===== config.mk =====
export PLATFORM = sky130hd
export DESIGN_NAME = stopwatch_display_flat
export DESIGN_NICKNAME = d
export VERILOG_FILES = /design/src/rtl/stopwatch_display_if.sv /design/src/rtl/stopwatch_display.sv /design/src/flat_wrapper.sv
export SDC_FILE = /design/constraint.sdc
export NUM_CORES = 1
export LEC_CHECK = 0
export ABC_AREA = 1
export BUFFER_PORTS_ARGS = -buffer_cell sky130_fd_sc_hd__buf_2
export CAP_MARGIN = 20
export CELL_PAD_IN_SITES_DETAIL_PLACEMENT = 0
export CELL_PAD_IN_SITES_GLOBAL_PLACEMENT = 1
export CORE_MARGIN = 1
export CORE_UTILIZATION = 47
export CTS_CLUSTER_DIAMETER = 30
export DETAILED_ROUTE_END_ITERATION = 7
export PLACE_DENSITY = 0.91
export SETUP_SLACK_MARGIN = 0.02
export SLEW_MARGIN = 10
export SYNTH_ARGS = -nofsm -noshare
export SYNTH_HDL_FRONTEND = slang
export SYNTH_SLANG_ARGS = --single-unit

===== constraint.sdc =====
create_clock -name clk -period 5.25 [get_ports clk]
set_input_delay 0.2625 -clock clk [delete_from_list [all_inputs] [get_ports clk]]
set_output_delay 0.2625 -clock clk [all_outputs]
set_load 0.05 [all_outputs]

===== src/rtl/stopwatch_display_if.sv =====
// Signal bundle between the stopwatch counter chain / display pins and the
// display back-end. The master drives counts and requests; the slave is the
// display back-end that drives the LED pins and busy.
interface stopwatch_display_if;
  logic [6:0] min;
  logic [6:0] sec;
  logic [7:0] centi;
  logic       sample;
  logic       hold;
  logic [6:0] seg;
  logic       dp;
  logic [5:0] an;
  logic       busy;

  modport master (
    output min, sec, centi, sample, hold,
    input  seg, dp, an, busy
  );

  modport slave (
    input  min, sec, centi, sample, hold,
    output seg, dp, an, busy
  );
endinterface


===== src/rtl/stopwatch_display.sv =====
// Stopwatch display back-end: captures clamped min/sec/centi counts, converts
// each to two BCD digits with a 7-step sequential double-dabble, and scans the
// result onto a six-digit multiplexed seven-segment display as MM.SS.CC.
module stopwatch_display #(
  parameter int unsigned SCAN_DIV = 50000
) (
  input logic             clk,
  input logic             reset,
  stopwatch_display_if.slave bus
);

  localparam int unsigned PresW = $clog2(SCAN_DIV);
  localparam logic [PresW-1:0] PresMax = PresW'(SCAN_DIV - 1);

  typedef enum logic [1:0] {StIdle, StShift, StCommit} state_e;

  state_e      state_q, state_d;
  logic        capture, commit;
  logic        busy_q;
  logic [2:0]  step_q;
  logic [6:0]  bin_min_q, bin_sec_q, bin_centi_q;
  logic [7:0]  bcd_min_q, bcd_sec_q, bcd_centi_q;
  logic [23:0] disp_q;
  logic [PresW-1:0] presc_q;
  logic [2:0]  digit_q;
  logic [3:0]  nib;
  logic [6:0]  seg_c;
  logic [5:0]  an_c;
  logic        dp_c;

  // Fields above 99 saturate so every conversion result is two valid digits.
  function automatic logic [6:0] clamp99(input logic [7:0] v);
    return (v > 8'd99) ? 7'd99 : v[6:0];
  endfunction

  // One double-dabble step: add-3 correction, then shift {bcd, bin} left by one.
  function automatic logic [14:0] dd_step(input logic [7:0] bcd, input logic [6:0] bin);
    logic [7:0] adj;
    adj[3:0] = (bcd[3:0] >= 4'd5) ? bcd[3:0] + 4'd3 : bcd[3:0];
    adj[7:4] = (bcd[7:4] >= 4'd5) ? bcd[7:4] + 4'd3 : bcd[7:4];
    return {adj[6:0], bin, 1'b0};
  endfunction

  // FSM state register and registered busy flag.
  always_ff @(posedge clk) begin
    if (!reset) begin
      state_q <= StIdle;
      busy_q  <= 1'b0;
    end else begin
      state_q <= state_d;
      busy_q  <= (state_d != StIdle);
    end
  end

  // Next-state logic; hold blocks new captures and suppresses the commit.
  always_comb begin
    state_d = state_q;
    capture = 1'b0;
    commit  = 1'b0;
    unique case (state_q)
      StIdle: begin
        if (bus.sample && !bus.hold) begin
          state_d = StShift;
          capture = 1'b1;
        end
      end
      StShift: begin
        if (step_q == 3'd6) state_d = StCommit;
      end
      StCommit: begin
        state_d = StIdle;
        commit  = !bus.hold;
      end
      default: state_d = StIdle;
    endcase
  end

  // Conversion datapath: load clamped fields, then shift all three in parallel.
  always_ff @(posedge clk) begin
    if (!reset) begin
      step_q      <= '0;
      bin_min_q   <= '0;
      bin_sec_q   <= '0;
      bin_centi_q <= '0;
      bcd_min_q   <= '0;
      bcd_sec_q   <= '0;
      bcd_centi_q <= '0;
    end else if (capture) begin
      step_q      <= '0;
      bin_min_q   <= clamp99({1'b0, bus.min});
      bin_sec_q   <= clamp99({1'b0, bus.sec});
      bin_centi_q <= clamp99(bus.centi);
      bcd_min_q   <= '0;
      bcd_sec_q   <= '0;
      bcd_centi_q <= '0;
    end else if (state_q == StShift) begin
      step_q                     <= step_q + 3'd1;
      {bcd_min_q, bin_min_q}     <= dd_step(bcd_min_q, bin_min_q);
      {bcd_sec_q, bin_sec_q}     <= dd_step(bcd_sec_q, bin_sec_q);
      {bcd_centi_q, bin_centi_q} <= dd_step(bcd_centi_q, bin_centi_q);
    end
  end

  // Display registers, nibble 5 = minute tens down to nibble 0 = centi units.
  always_ff @(posedge clk) begin
    if (!reset) begin
      disp_q <= '0;
    end else if (commit) begin
      disp_q <= {bcd_min_q, bcd_sec_q, bcd_centi_q};
    end
  end

  // Free-running scan prescaler; each wrap advances to the next digit.
  always_ff @(posedge clk) begin
    if (!reset) begin
      presc_q <= '0;
      digit_q <= '0;
    end else if (presc_q == PresMax) begin
      presc_q <= '0;
      digit_q <= (digit_q == 3'd5) ? 3'd0 : digit_q + 3'd1;
    end else begin
      presc_q <= presc_q + PresW'(1);
    end
  end

  // Digit select: enable, nibble and decimal point for the current digit.
  always_comb begin
    nib  = 4'd0;
    an_c = 6'b111111;
    unique case (digit_q)
      3'd0: begin nib = disp_q[3:0];   an_c = 6'b111110; end
      3'd1: begin nib = disp_q[7:4];   an_c = 6'b111101; end
      3'd2: begin nib = disp_q[11:8];  an_c = 6'b111011; end
      3'd3: begin nib = disp_q[15:12]; an_c = 6'b110111; end
      3'd4: begin nib = disp_q[19:16]; an_c = 6'b101111; end
      3'd5: begin nib = disp_q[23:20]; an_c = 6'b011111; end
      default: begin nib = 4'd0; an_c = 6'b111111; end
    endcase
    // Points after the minute and second units give MM.SS.CC.
    dp_c = !((digit_q == 3'd2) || (digit_q == 3'd4));
  end

  // Active-low seven-segment decode {g,f,e,d,c,b,a}; non-BCD blanks.
  always_comb begin
    seg_c = 7'b1111111;
    unique case (nib)
      4'd0: seg_c = 7'b1000000;
      4'd1: seg_c = 7'b1111001;
      4'd2: seg_c = 7'b0100100;
      4'd3: seg_c = 7'b0110000;
      4'd4: seg_c = 7'b0011001;
      4'd5: seg_c = 7'b0010010;
      4'd6: seg_c = 7'b0000010;
      4'd7: seg_c = 7'b1111000;
      4'd8: seg_c = 7'b0000000;
      4'd9: seg_c = 7'b0010000;
      default: seg_c = 7'b1111111;
    endcase
  end

  assign bus.seg  = seg_c;
  assign bus.an   = an_c;
  assign bus.dp   = dp_c;
  assign bus.busy = busy_q;

endmodule

===== src/flat_wrapper.sv =====
// flat-port wrapper written by rule: the top's interface ports become plain ports
module stopwatch_display_flat 
#(
  parameter int unsigned SCAN_DIV = 50000
)
  (clk, reset, bus_min, bus_sec, bus_centi, bus_sample, bus_hold, bus_seg, bus_dp, bus_an, bus_busy);
  stopwatch_display_if bus_i ();
  input logic clk;
  input logic reset;
  input wire logic [$bits(bus_i.min)-1:0] bus_min;
  input wire logic [$bits(bus_i.sec)-1:0] bus_sec;
  input wire logic [$bits(bus_i.centi)-1:0] bus_centi;
  input wire logic [$bits(bus_i.sample)-1:0] bus_sample;
  input wire logic [$bits(bus_i.hold)-1:0] bus_hold;
  output wire logic [$bits(bus_i.seg)-1:0] bus_seg;
  output wire logic [$bits(bus_i.dp)-1:0] bus_dp;
  output wire logic [$bits(bus_i.an)-1:0] bus_an;
  output wire logic [$bits(bus_i.busy)-1:0] bus_busy;
  assign bus_i.min = bus_min;
  assign bus_i.sec = bus_sec;
  assign bus_i.centi = bus_centi;
  assign bus_i.sample = bus_sample;
  assign bus_i.hold = bus_hold;
  assign bus_seg = bus_i.seg;
  assign bus_dp = bus_i.dp;
  assign bus_an = bus_i.an;
  assign bus_busy = bus_i.busy;
  stopwatch_display #(.SCAN_DIV(SCAN_DIV)) u_core (.clk(clk), .reset(reset), .bus(bus_i));
endmodule

# After elaboration in Yosys (flattened, before gate mapping)
# Memory sizes are Yosys's and may differ from the RTL's.
# Index checks and enable logic that the tools add are counted.
# classes
addsub	9
n_lt_le_gt_ge	9
eq_ne	9
muxes	24
bitwise	1
reduce_logical	10
# op_table
op	n
two-way mux 7 bit	9
case mux 6 bit (6 select lines)	1
greater-or-equal comparator 4 x 3 -> 1 bit (second input constant)	6
case mux 4 bit (6 select lines)	1
adder 16 x 1 -> 16 bit (second input constant)	1
== test 16 bit (second input constant)	1
> comparator 7 bit (second input constant)	2
adder 4 x 2 -> 4 bit (second input constant)	3
two-way mux 3 bit	4
two-way mux 4 bit	3
adder 3 x 2 -> 3 bit (second input constant)	3
== test 3 bit (second input constant)	3
> comparator 8 x 7 -> 1 bit (second input constant)	1
adder 3 x 1 -> 3 bit (second input constant)	2
== test 3 x 2 -> 1 bit (second input constant)	2
two-way mux 2 bit	2
case mux 2 bit (2 select lines)	1
nonzero test 2 bit	2
OR reduction 2 bit	2
== test 3 x 1 -> 1 bit (second input constant)	1
logical NOT 3 bit	1
two-way mux 1 bit	3
== test 2 x 1 -> 1 bit (second input constant)	1
== test 2 bit (second input constant)	1
other kinds (5)	6
# totals
ff_bits	94
mem_bits_ro	112
output_inout_bits	15
word_cells	75
n_memories	1
# mem_list
memory	depth	word_bits	rd	rd_ports_with_merged_regs	write_ports	line_no	rtl
(no name shown)	16	7	1	0	0	stopwatch_display.sv:146	unique case (nib)

# Depth between registers and ports, before layout
# depth
word_depth	5
depth_mapped	16

# Worst setup path before layout
# OpenSTA, ideal clock, no wires.
# synth_timing
path_kind	register to output
startpoint	register u_core.digit_q[2]
endpoint	output port bus_seg[4]
arrival_ps	1963
setup_slack_ps	3025
stages_incl_launch_ff	16
cell_sequence	dfxtp_1 -> buf_6 -> inv_4 -> ha_1 -> nand2_1 -> o21ai_2 -> nor2_2 -> nand2_2 -> nand2_4 -> inv_1 -> ha_1 -> inv_1 -> nand3_1 -> nand2_1 -> nand2_1 -> nand2_1
# synth_via
elab_chain_len	3
# synth_rtl
item	line_no	rtl
start: declaration	stopwatch_display.sv:25	logic [2:0] digit_q;
start signal: assignment	stopwatch_display.sv:120	digit_q <= (digit_q == 3'd5) ? 3'd0 : digit_q + 3'd1;
== test 3 bit (tied with other cells)	stopwatch_display.sv:130	unique case (digit_q)
case mux 4 bit (6 select lines) *	stopwatch_display.sv:130	
memory (16 x 7 bit) *	-	
end: declaration	flat_wrapper.sv:15	output wire logic [$bits(bus_i.seg)-1:0] bus_seg;
# Mark *: on every way between the ends. The rest lies on a longest branch, timed or not.

# Worst setup path in the final report
# layout_timing
startpoint	register u_core.digit_q[2]
endpoint	output port bus_seg[3]
# Same word-level chain as after synthesis.

==> impl_metrics.yaml <==
status:
  status: "finished clean"
layout:
  fin_cells: 866
  area_delta_synth_final_pct: 7.91
  antenna-diode-count: 0
  final_core_util_pct: 52.4
  final_layout_size_suffix_gt1_share_pct: 14.0
  nets: 777
route:
  vias: 4404
  drt_iter0_markers: 229
  dr.pass1.iters: 4
  routedWlPerCell_um: 12.1
  drc: 0
  drt_wl_total_um: 10400
  routed_via_density: 5.09
  ant_nets: 0
worst_setup_path:
  critPathTopFamily: "simple AND/OR/NAND/NOR gates"
  required_ns: 4.99
  cpPeakStageDelay_ns: 0.58
  cp-end-kind: "output port"
  cp_slowest_cell: "dfxtp_1"
  worstSetupStartpointType: "register"
  cp_num_buf_inv: 4
  worstPathArrival_ns: 2.66
  worstSetupPathType: "register to output port"
  crit_fanout: 11
  crit_chain: "inv_4, ha_1, nand2_1, o21ai_2, nor2_2, nand2_2, nand2_4, inv_1, ha_1, inv_1, nand3_1, nand3_1, nand2_2, buf_2"
place:
  place_ws_ns: 2.72
  port_buffers: 40
  place_hpwl_um: 7660
  gp_congestion: 0.855
  place_inst: 851
yosys:
  synth_edf_count: 0
  ys_warn_count: 0
  synth-simple-area-share_pct: 28.3
  async_reset_ff_share_pct: 0
  synth_top_family_by_area: "simple AND/OR/NAND/NOR gates"
  yosys.area.top_type: "dfxtp_1"
  synth_compound_area_share_pct: 15.1
  syn_nets: 752
  syn_area_um2: 5010
  synthAdderAreaFrac_pct: 6.24
  synthXorXnorAreaFrac_pct: 2.27
  ys_seq_area_share_pct: 37.5
  avgSynthCellArea_um2: 7.15
  ys_seq_elements: 94
  yosysUniqueCellTypes: 41
  synth_top_area_share_pct: 37.5
  yosys_most_used_dff: "dfxtp_1"
  synth_cells: 701
  ys_top_cells_by_area: "dfxtp_1 (38%), nand2_1 (11%), a21oi_1 (7.1%)"
  synthMuxAreaShare_pct: 0
power:
  p_per_area_nw_per_um2: 234
  leakage_nw: 2.42
  clockPowerShare_pct: 33.1
  worst_ir_drop_vdd_mv: 0.128
  p_int_uw: 934
  p_sw_uw: 331
  finalPower_mw: 1.26
  switching_share_pct: 26.1
  combPwrFrac_pct: 8.2
  p_seq_share_pct: 58.7
flow_run:
  drv_cap: 0
clocking:
  cts_hold_buf: 0
  clk_latency_ns: 0.36
  cts_buffers: 9
  path_clk_slew_ns: 0.09
  cts_root_buffer: "clkbuf_8"
  cts_tree: "built"
  postCtsSetupBuffers: 0
  clockBufferDepth: 2
  post_cts_resize_count: 0
  cts_max_level: 3
  cts_num_sinks: 94
global_route:
  grt.met1_usage_pct: 28.0
  use_met3_pct: 3.46
  antenna_found_initial: 0
  grt_remaining_overflow: 0
  track_usage_pct: 19.9
  busiest_layer: "met2"
  grt_pass1_vias: 3977
  grt_max_degree: 47
  grt_use_met2_pct: 30.7
  grt_pass1_wl_um: 18100
sta:
  finalSetupViolCount: 0
  max_freq_mhz: 342
  skew_ns: 0.0137
  fin_crit_ns: 2.92
  slew_viol_final: 0
  relSlewSlack_pct: 32.3
  worst_slew_pin_slew_ns: 1.01
  fin_crit_sh_pct: 55.7
  rsz0062_at_grt: "false"
  setup_ws_ns: 2.33
  hold_viol: 0
  setup-tns-final_ns: 0
floorplanning:
  initial_core_util_pct: 48.6
  boundaryPins: 41
  num_rows: 37
  coreArea_um2: 10300
  die_x_um: 105
  die_h_um: 105
  die_area_um2: 11100
min_path:
  hold_path.class: "primary input to register"
## area by class of cell
cell class	count	area, um2
tap	136	170
clock buffer	10	128
multi-input combinational	480	2600
clock inverter	5	35.0
sequential	94	1880
inverter	100	385
fill	1028	4910
timing repair buffer	41	208
## tightest hold or removal path, cell delays in order
cell and delay, ns:
buf_2 0.09, a21oi_1 0.06, nor2_1 0.08
## synth_stat cells, types with 4 or more instances
| cell | n |
|---|---|
| nand2_1 | 146 |
| dfxtp_1 | 94 |
| inv_1 | 90 |
| a21oi_1 | 71 |
| nand3_1 | 60 |
| o21ai_0 | 46 |
| nor2_1 | 38 |
| ha_1 | 25 |
| xor2_1 | 13 |
| clkbuf_1 | 12 |
| nand2_2 | 11 |
| nand4_1 | 11 |
| buf_2 | 7 |
| nor2_2 | 7 |
| nor3_1 | 7 |
| a31oi_1 | 6 |
| inv_2 | 6 |
| nand2_4 | 5 |
| inv_4 | 4 |
| o21ai_1 | 4 |
## routing by layer
| layer | up-vias | part of all wire (%) |
|---|---|---|
| met3 | 14 | 3.4 |
| li1 | 2318 | - |
| met4 | 0 | 1.5 |
| met5 | - | 0 |
| met1 | 2012 | 51 |
| met2 | 60 | 44 |
## power groups by stage
stage / clock (mW) / sequential, mW / combinational (mW)
floorplan: 0 / 0.757 / 0.0752
global placement: 0 / 0.758 / 0.101
detailed placement: 0 / 0.758 / 0.104
CTS: 0.437 / 0.742 / 0.105
global route: 0.465 / 0.744 / 0.119
finish: 0.419 / 0.742 / 0.104
## cells by family after synthesis
group	Yosys count
AND/OR/NAND/NOR	301
AO/OA/AOI/OAI	141
buffers and inverters	127
flip-flops	94
adder cells (fa/ha/maj)	25
XOR/XNOR	13
## state kept, by name (all words and copies together) (netlist names)
register and flops:
u_core.step_q 3, u_core.bus.busy 1, u_core.bin_centi_q 7, u_core.state_q 2
u_core.bcd_min_q 8, u_core.bin_sec_q 7, u_core.digit_q 3, u_core.bin_min_q 7
u_core.bcd_sec_q 8, u_core.presc_q 16, u_core.bcd_centi_q 8, u_core.disp_q 24
## final timing paths
kind	to	cells past startpoint	slack (ns)	start
max	bus_seg[3]	14	2.33	u_core.digit_q[2]$_SDFFE_PN0P_
min	u_core.bin_centi_q[4]$_SDFFE_PN0P_	3	0.16	bus_centi[4]
max reg2reg	u_core.disp_q[11]$_SDFFE_PN0P_	5	2.97	u_core.state_q[1]$_SDFF_PN0_
min reg2reg	u_core.presc_q[0]$_SDFF_PP0_	1	0.46	u_core.presc_q[0]$_SDFF_PP0_
## through the flow
| step | hold slack, ns | area, um2 |
|---|---|---|
| after detailed placement | 0.446 | 5250 |
| after global placement | 0.430 | 5250 |
| after CTS | 0.149 | 5410 |
| after floorplan | 0.400 | 5010 |
| after global routing | 0.178 | 5410 |
| final | 0.165 | 5410 |
## cell usage in the layout, fill, tap and decap left out, drive strengths merged, types with 2 or more instances in the layout
cell      n
nand2   163
inv     102
dfxtp    94
a21oi    72
nand3    64
o21ai    52
nor2     47
buf      41
ha       25
xor2     13
nand4    11
clkbuf   10
nor3      8
a31oi     6
or2       5
a21o      3
o221ai    3
nor4      2
clkinv    2
Power figures use the tool's default switching activity.
